$ cat config.mk
export PLATFORM = sky130hd
export DESIGN_NAME = keypad_scanner_4x4_flat
export DESIGN_NICKNAME = d
export VERILOG_FILES = /design/src/rtl/keypad_scanner_4x4_pkg.sv /design/src/rtl/keypad_scanner_4x4_if.sv /design/src/rtl/keypad_scanner_4x4_tick_gen.sv /design/src/rtl/keypad_scanner_4x4.sv /design/src/flat_wrapper.sv
export SDC_FILE = /design/constraint.sdc
export NUM_CORES = 1
export LEC_CHECK = 0
export BUFFER_PORTS_ARGS = -buffer_cell sky130_fd_sc_hd__buf_2
export CORE_UTILIZATION = 55
export DETAILED_ROUTE_END_ITERATION = 10
export PLACE_DENSITY_LB_ADDON = 0.05
export SLEW_MARGIN = 10
export SYNTH_ARGS = -nofsm -noshare
export SYNTH_HDL_FRONTEND = slang
export SYNTH_SLANG_ARGS = --single-unit
$ cat constraint.sdc
create_clock -name clk -period 3.3 [get_ports clk]
set_input_delay 0.33 -clock clk [delete_from_list [all_inputs] [get_ports clk]]
set_output_delay 0.33 -clock clk [all_outputs]
set_load 0.02 [all_outputs]
$ cat src/rtl/keypad_scanner_4x4_pkg.sv
// Shared types, key codes and keymap helpers for the 4x4 keypad scanner.
package keypad_pkg;

  typedef enum logic [1:0] {
    SCAN        = 2'b00,
    DEB_PRESS   = 2'b01,
    HELD        = 2'b10,
    DEB_RELEASE = 2'b11
  } state_t;

  localparam logic [3:0] KEY_A    = 4'hA;
  localparam logic [3:0] KEY_B    = 4'hB;
  localparam logic [3:0] KEY_C    = 4'hC;
  localparam logic [3:0] KEY_D    = 4'hD;
  localparam logic [3:0] KEY_STAR = 4'hE;
  localparam logic [3:0] KEY_HASH = 4'hF;

  // Physical (row, col) position to key code.
  function automatic logic [3:0] keymap(input logic [1:0] row_idx, input logic [1:0] col_idx);
    logic [3:0] code;
    code = 4'h0;
    case ({row_idx, col_idx})
      4'd0:  code = 4'h1;
      4'd1:  code = 4'h2;
      4'd2:  code = 4'h3;
      4'd3:  code = KEY_A;
      4'd4:  code = 4'h4;
      4'd5:  code = 4'h5;
      4'd6:  code = 4'h6;
      4'd7:  code = KEY_B;
      4'd8:  code = 4'h7;
      4'd9:  code = 4'h8;
      4'd10: code = 4'h9;
      4'd11: code = KEY_C;
      4'd12: code = KEY_STAR;
      4'd13: code = 4'h0;
      4'd14: code = KEY_HASH;
      4'd15: code = KEY_D;
      default: code = 4'h0;
    endcase
    return code;
  endfunction

  function automatic logic is_digit(input logic [3:0] code);
    return (code <= 4'd9);
  endfunction

  // Index of the lowest-numbered active-low column; 0 if none is low.
  function automatic logic [1:0] lowest_low_col(input logic [3:0] cols);
    logic [1:0] idx;
    idx = 2'd0;
    for (int i = 3; i >= 0; i--) begin
      if (!cols[i]) idx = 2'(i);
    end
    return idx;
  endfunction

endpackage

$ cat src/rtl/keypad_scanner_4x4_if.sv
// Keypad-side and key-event signals of the scanner, bundled for port lists.
interface keypad_scanner_4x4_if;
  logic [3:0] col_in;
  logic [3:0] row_out;
  logic       key_strobe;
  logic [3:0] key_code;
  logic       digit_strobe;
  logic       op_strobe;
  logic       key_held;

  // Scanner side: reads columns, drives rows and key events.
  modport master (
    input  col_in,
    output row_out, key_strobe, key_code, digit_strobe, op_strobe, key_held
  );

  // Consumer/keypad side.
  modport slave (
    output col_in,
    input  row_out, key_strobe, key_code, digit_strobe, op_strobe, key_held
  );
endinterface

$ cat src/rtl/keypad_scanner_4x4_tick_gen.sv
// Free-running divider producing a one-cycle scan tick every CLK_DIV clocks.
module keypad_tick_gen #(
  parameter int CLK_DIV = 1000
) (
  input  logic clk,
  input  logic reset,
  output logic tick
);
  localparam int CW = (CLK_DIV > 1) ? $clog2(CLK_DIV) : 1;
  localparam logic [CW-1:0] LAST = CW'(CLK_DIV - 1);

  logic [CW-1:0] cnt_reg;

  assign tick = (cnt_reg == LAST);

  // Count 0..CLK_DIV-1 and wrap.
  always_ff @(posedge clk or posedge reset) begin
    if (reset) begin
      cnt_reg <= '0;
    end else if (tick) begin
      cnt_reg <= '0;
    end else begin
      cnt_reg <= cnt_reg + CW'(1);
    end
  end
endmodule

$ cat src/rtl/keypad_scanner_4x4.sv
// 4x4 matrix keypad scanner: row scan, press/release debounce, one strobe per press.
module keypad_scanner_4x4
  import keypad_pkg::*;
#(
  parameter int CLK_DIV        = 1000,
  parameter int DEBOUNCE_TICKS = 20
) (
  input  logic                  clk,
  input  logic                  reset,
  keypad_scanner_4x4_if.master  kp
);
  localparam logic [7:0] DEB_LIM = 8'(DEBOUNCE_TICKS);

  logic       tick;
  logic [3:0] sync1_reg;
  logic [3:0] col_s_reg;
  state_t     state_reg, state_next;
  logic [1:0] row_idx_reg, row_idx_next;
  logic [1:0] col_idx_reg, col_idx_next;
  logic [7:0] deb_cnt_reg, deb_cnt_next;
  logic [3:0] key_code_reg, key_code_next;
  logic       key_held_reg, key_held_next;
  logic       key_strobe_reg, digit_strobe_reg, op_strobe_reg;
  logic       accept, release_done;
  logic [3:0] row_drive;

  keypad_tick_gen #(.CLK_DIV(CLK_DIV)) u_tick_gen (
    .clk   (clk),
    .reset (reset),
    .tick  (tick)
  );

  // Active-low one-hot row drive decoded from the current row index.
  for (genvar gi = 0; gi < 4; gi++) begin : g_row
    assign row_drive[gi] = (row_idx_reg != 2'(gi));
  end

  assign kp.row_out      = row_drive;
  assign kp.key_strobe   = key_strobe_reg;
  assign kp.key_code     = key_code_reg;
  assign kp.digit_strobe = digit_strobe_reg;
  assign kp.op_strobe    = op_strobe_reg;
  assign kp.key_held     = key_held_reg;

  // Two-flop synchronizer for the asynchronous column inputs; idles high.
  always_ff @(posedge clk or posedge reset) begin
    if (reset) begin
      sync1_reg <= 4'b1111;
      col_s_reg <= 4'b1111;
    end else begin
      sync1_reg <= kp.col_in;
      col_s_reg <= sync1_reg;
    end
  end

  // Next-state logic; every decision is gated by the scan tick.
  always_comb begin
    state_next    = state_reg;
    row_idx_next  = row_idx_reg;
    col_idx_next  = col_idx_reg;
    deb_cnt_next  = deb_cnt_reg;
    key_code_next = key_code_reg;
    key_held_next = key_held_reg;
    accept        = 1'b0;
    release_done  = 1'b0;
    if (tick) begin
      case (state_reg)
        SCAN: begin
          if (col_s_reg != 4'b1111) begin
            col_idx_next = lowest_low_col(col_s_reg);
            deb_cnt_next = 8'd1;
            if (DEB_LIM == 8'd1) accept = 1'b1;
            else                 state_next = DEB_PRESS;
          end else begin
            row_idx_next = row_idx_reg + 2'd1;
          end
        end
        DEB_PRESS: begin
          if (!col_s_reg[col_idx_reg]) begin
            deb_cnt_next = deb_cnt_reg + 8'd1;
            if (deb_cnt_reg + 8'd1 == DEB_LIM) accept = 1'b1;
          end else begin
            // Bounce before acceptance: drop it and keep scanning.
            state_next   = SCAN;
            row_idx_next = row_idx_reg + 2'd1;
          end
        end
        HELD: begin
          // Row stays latched here so other keys cannot be seen.
          if (col_s_reg[col_idx_reg]) begin
            deb_cnt_next = 8'd1;
            if (DEB_LIM == 8'd1) release_done = 1'b1;
            else                 state_next = DEB_RELEASE;
          end
        end
        DEB_RELEASE: begin
          if (col_s_reg[col_idx_reg]) begin
            deb_cnt_next = deb_cnt_reg + 8'd1;
            if (deb_cnt_reg + 8'd1 == DEB_LIM) release_done = 1'b1;
          end else begin
            state_next = HELD;
          end
        end
        default: state_next = SCAN;
      endcase
    end
    if (accept) begin
      key_code_next = keymap(row_idx_reg, col_idx_next);
      key_held_next = 1'b1;
      state_next    = HELD;
    end
    if (release_done) begin
      key_held_next = 1'b0;
      state_next    = SCAN;
      row_idx_next  = row_idx_reg + 2'd1;
    end
  end

  // State and output registers; strobes last exactly one clock after acceptance.
  always_ff @(posedge clk or posedge reset) begin
    if (reset) begin
      state_reg        <= SCAN;
      row_idx_reg      <= 2'd0;
      col_idx_reg      <= 2'd0;
      deb_cnt_reg      <= 8'd0;
      key_code_reg     <= 4'h0;
      key_held_reg     <= 1'b0;
      key_strobe_reg   <= 1'b0;
      digit_strobe_reg <= 1'b0;
      op_strobe_reg    <= 1'b0;
    end else begin
      state_reg        <= state_next;
      row_idx_reg      <= row_idx_next;
      col_idx_reg      <= col_idx_next;
      deb_cnt_reg      <= deb_cnt_next;
      key_code_reg     <= key_code_next;
      key_held_reg     <= key_held_next;
      key_strobe_reg   <= accept;
      digit_strobe_reg <= accept && is_digit(key_code_next);
      op_strobe_reg    <= accept && !is_digit(key_code_next);
    end
  end
endmodule

$ cat src/flat_wrapper.sv
// flat-port wrapper written by rule: the top's interface ports become plain ports
module keypad_scanner_4x4_flat import keypad_pkg::*;
#(
  parameter int CLK_DIV        = 1000,
  parameter int DEBOUNCE_TICKS = 20
)
  (clk, reset, kp_col_in, kp_row_out, kp_key_strobe, kp_key_code, kp_digit_strobe, kp_op_strobe, kp_key_held);
  keypad_scanner_4x4_if kp_i ();
  input  logic clk;
  input  logic reset;
  input wire logic [$bits(kp_i.col_in)-1:0] kp_col_in;
  output wire logic [$bits(kp_i.row_out)-1:0] kp_row_out;
  output wire logic [$bits(kp_i.key_strobe)-1:0] kp_key_strobe;
  output wire logic [$bits(kp_i.key_code)-1:0] kp_key_code;
  output wire logic [$bits(kp_i.digit_strobe)-1:0] kp_digit_strobe;
  output wire logic [$bits(kp_i.op_strobe)-1:0] kp_op_strobe;
  output wire logic [$bits(kp_i.key_held)-1:0] kp_key_held;
  assign kp_i.col_in = kp_col_in;
  assign kp_row_out = kp_i.row_out;
  assign kp_key_strobe = kp_i.key_strobe;
  assign kp_key_code = kp_i.key_code;
  assign kp_digit_strobe = kp_i.digit_strobe;
  assign kp_op_strobe = kp_i.op_strobe;
  assign kp_key_held = kp_i.key_held;
  keypad_scanner_4x4 #(.CLK_DIV(CLK_DIV), .DEBOUNCE_TICKS(DEBOUNCE_TICKS)) u_core (.clk(clk), .reset(reset), .kp(kp_i));
endmodule
==> metrics.csv <==
metric,value,unit
grt_pass1_vias,1600,
fin_setup_tns,0,ns
fmax,0.342,GHz
antenna_cells,0,
cts.sinks,40,
remaining_drc_errors,0,
r2r-start,u_core.u_tick_gen.cnt_reg[0],
synth_top_area_share,34.4,%
r2r_cells,9,
drive_above_1_share,20.7,%
post_drt_wl_per_cell,14.8,um
die_area,4490,sq um
ys_ff_latch,40,
worstHoldPathType,input port to flop,
firstDrtPassIters,4,
outcome,completed,
htreeDepth,2,
async_flop_share,100,%
cts_buffer_depth,2,
ioPinCount,18,
final_util,64.7,%
drtIter0Drc,119,
reg2reg_to,u_core.kp.key_code[1],
power.leakage,1.18,nW
worst_setup_path_start_kind,flop,
dieHeight,67.0,um
required,3.49,ns
synth_edf_count,0,
worstHoldStart,kp_col_in[0],
cts_setup_buffers,0,
cp.arrival,3.11,ns
fin_crit_sh,88.6,%
gp_congestion,0.860,
powerDensity,363,nW/um^2
hold_viol,0,
start_util,57.7,%
dieWidth,67.0,um
hold_buffers,0,
syn_inst,228,
worst_slew_pin_slew,0.744,ns
cp-end-kind,flop,
clkLatencyLatePin,0.30,ns
tritoncts,built,
antenna_found_initial,0,
grt_pass1_wl,7510,um
grt_usage,22.9,%
critPathKind,flop to flop,
io_buffers,17,
yosysTopAreaCell,dfrtp_1,
syn_nets,247,
grt_overflow,0,
synth_ff_type,dfrtp_1,
slew_violations,0,
ir_worst_vdd,0.000312,V
cts_made_buffers,5,
vias,1790,
cts.repair.resized,0,
ys_top_cells_by_area,"dfrtp_1 34%, dfstp_2 9.0%, ha_1 7.0%, nand2_1 3.7%, inv_1 2.3%",
final_nets,269,
ys_warn_count,0,
area_delta_synth_final,12.0,%
hpwl,3370,um
grt_start_max_net_pins,22,
post_drt_via_cell_ratio,5.95,
clk_root_buffer_cell,clkbuf_8,
post-route-min-period,2.92,ns
postSynthAreaPerCell,10.2,sq um
yosysSeqAreaShare,43.5,%
finalSetupViolCount,0,
ys_types,57,
ff2ff_setup_slack,0.38,ns
design_area,2610,sq um
synth_area,2330,sq um
row_count,23,
rsz0062_at_grt,false,
cap_viol_max_count,0,
largest_reg_flops,10,
core-area,4030,sq um
holdPathStages,1,
drtAntennaViolNets,0,
clock_skew,0.00821,ns
whs_endpoint,u_core.sync1_reg[0],
critical_path.max_fanout,6,
dpl_cell_area,2480,sq um
maxSlewHeadroom,50.4,%
path_clk_slew,0.08,ns
routed_wl,4450,um
-- kinds of logic after synthesis --
kind of cell | after synthesis | synth area share (%)
xor+xnor | 9 | 3.39
fa+ha+maj | 13 | 6.99
buf+inv | 21 | 3.44
flops | 40 | 43.5
compound gates | 55 | 17.4
mux | 10 | 5.33
simple gates | 80 | 20.0
-- per-layer routing --
layer	part of all wire [%]	track usage (%)	up-vias
li1	-	-	882
met1	49	33.5	845
met2	45	31.8	55
met3	4.7	5.48	8
met4	1.9	9.04	0
met5	0	0	-
-- cell usage after synthesis (all sizes together), types with 5 or more instances --
cell	count
clkbuf	6
and3	5
nand2	23
nor4	5
inv	14
a21oi	6
nor2	11
dfrtp	32
mux2	6
o21ai	10
ha	13
nand3	7
xnor2	5
dfstp	8
-- worst max-delay path by stage --
stage                                 startpoint                    end  slack, ns
detailed placement  u_core.u_tick_gen.cnt_reg[0]  u_core.kp.key_code[1]       0.41
global placement    u_core.u_tick_gen.cnt_reg[0]  u_core.kp.key_code[1]       0.55
floorplan           u_core.u_tick_gen.cnt_reg[0]    u_core.kp.op_strobe       0.75
global route        u_core.u_tick_gen.cnt_reg[0]  u_core.kp.key_code[1]       0.02
finish              u_core.u_tick_gen.cnt_reg[0]  u_core.kp.key_code[1]       0.38
CTS                 u_core.u_tick_gen.cnt_reg[0]  u_core.kp.key_code[1]       0.40
-- cell type report --
| class | count | area [sq um] |
|---|---|---|
| clock buffer | 6 | 82.6 |
| clock inverter | 2 | 38.8 |
| fill | 326 | 1420 |
| inverter | 14 | 52.6 |
| multi-input combinational | 167 | 1230 |
| sequential | 40 | 1010 |
| tap | 50 | 62.6 |
| timing repair buffer | 22 | 123 |
-- through the flow --
| step | power (mW) | setup slack, ns | instances | hold slack (ns) |
|---|---|---|---|---|
| 6_report | 0.945 | 0.377 | 301 | 0.126 |
| 5_1_grt | 0.976 | 0.0229 | 301 | 0.116 |
| 3_3_place_gp | 0.533 | 0.547 | 293 | 0.345 |
| 4_1_cts | 0.953 | 0.404 | 301 | 0.117 |
| 2_1_floorplan | 0.525 | 0.750 | 228 | 0.334 |
| 3_5_place_dp | 0.534 | 0.406 | 293 | 0.347 |
-- critical path: stages, from the launching register on --
cell       delay, ns
dfrtp_1         0.39
ha_1            0.24
nand4bb_2       0.21
nor4_1          0.47
o21ai_0         0.33
ha_1            0.31
a21o_1          0.18
a221oi_1        0.30
nor3_1          0.11
mux2_2          0.27
-- where the power goes --
group	internal (mW)	total (mW)	switching (mW)
Combinational	0.00645	0.0211	0.0147
Clock	0.247	0.421	0.174
Sequential	0.499	0.502	0.00340
-- layout by cell type (no fill, tap or decap), types with 5 or more instances in the layout --
master,count
dfrtp_1,32
nand2_1,23
buf_4,5
o21ai_0,10
buf_2,17
nor2_1,11
inv_1,14
a21oi_1,6
nand3_1,7
xnor2_1,5
and3_1,5
ha_1,13
dfstp_2,8
clkbuf_8,6
No activity file was read; power rests on OpenSTA's default activity.
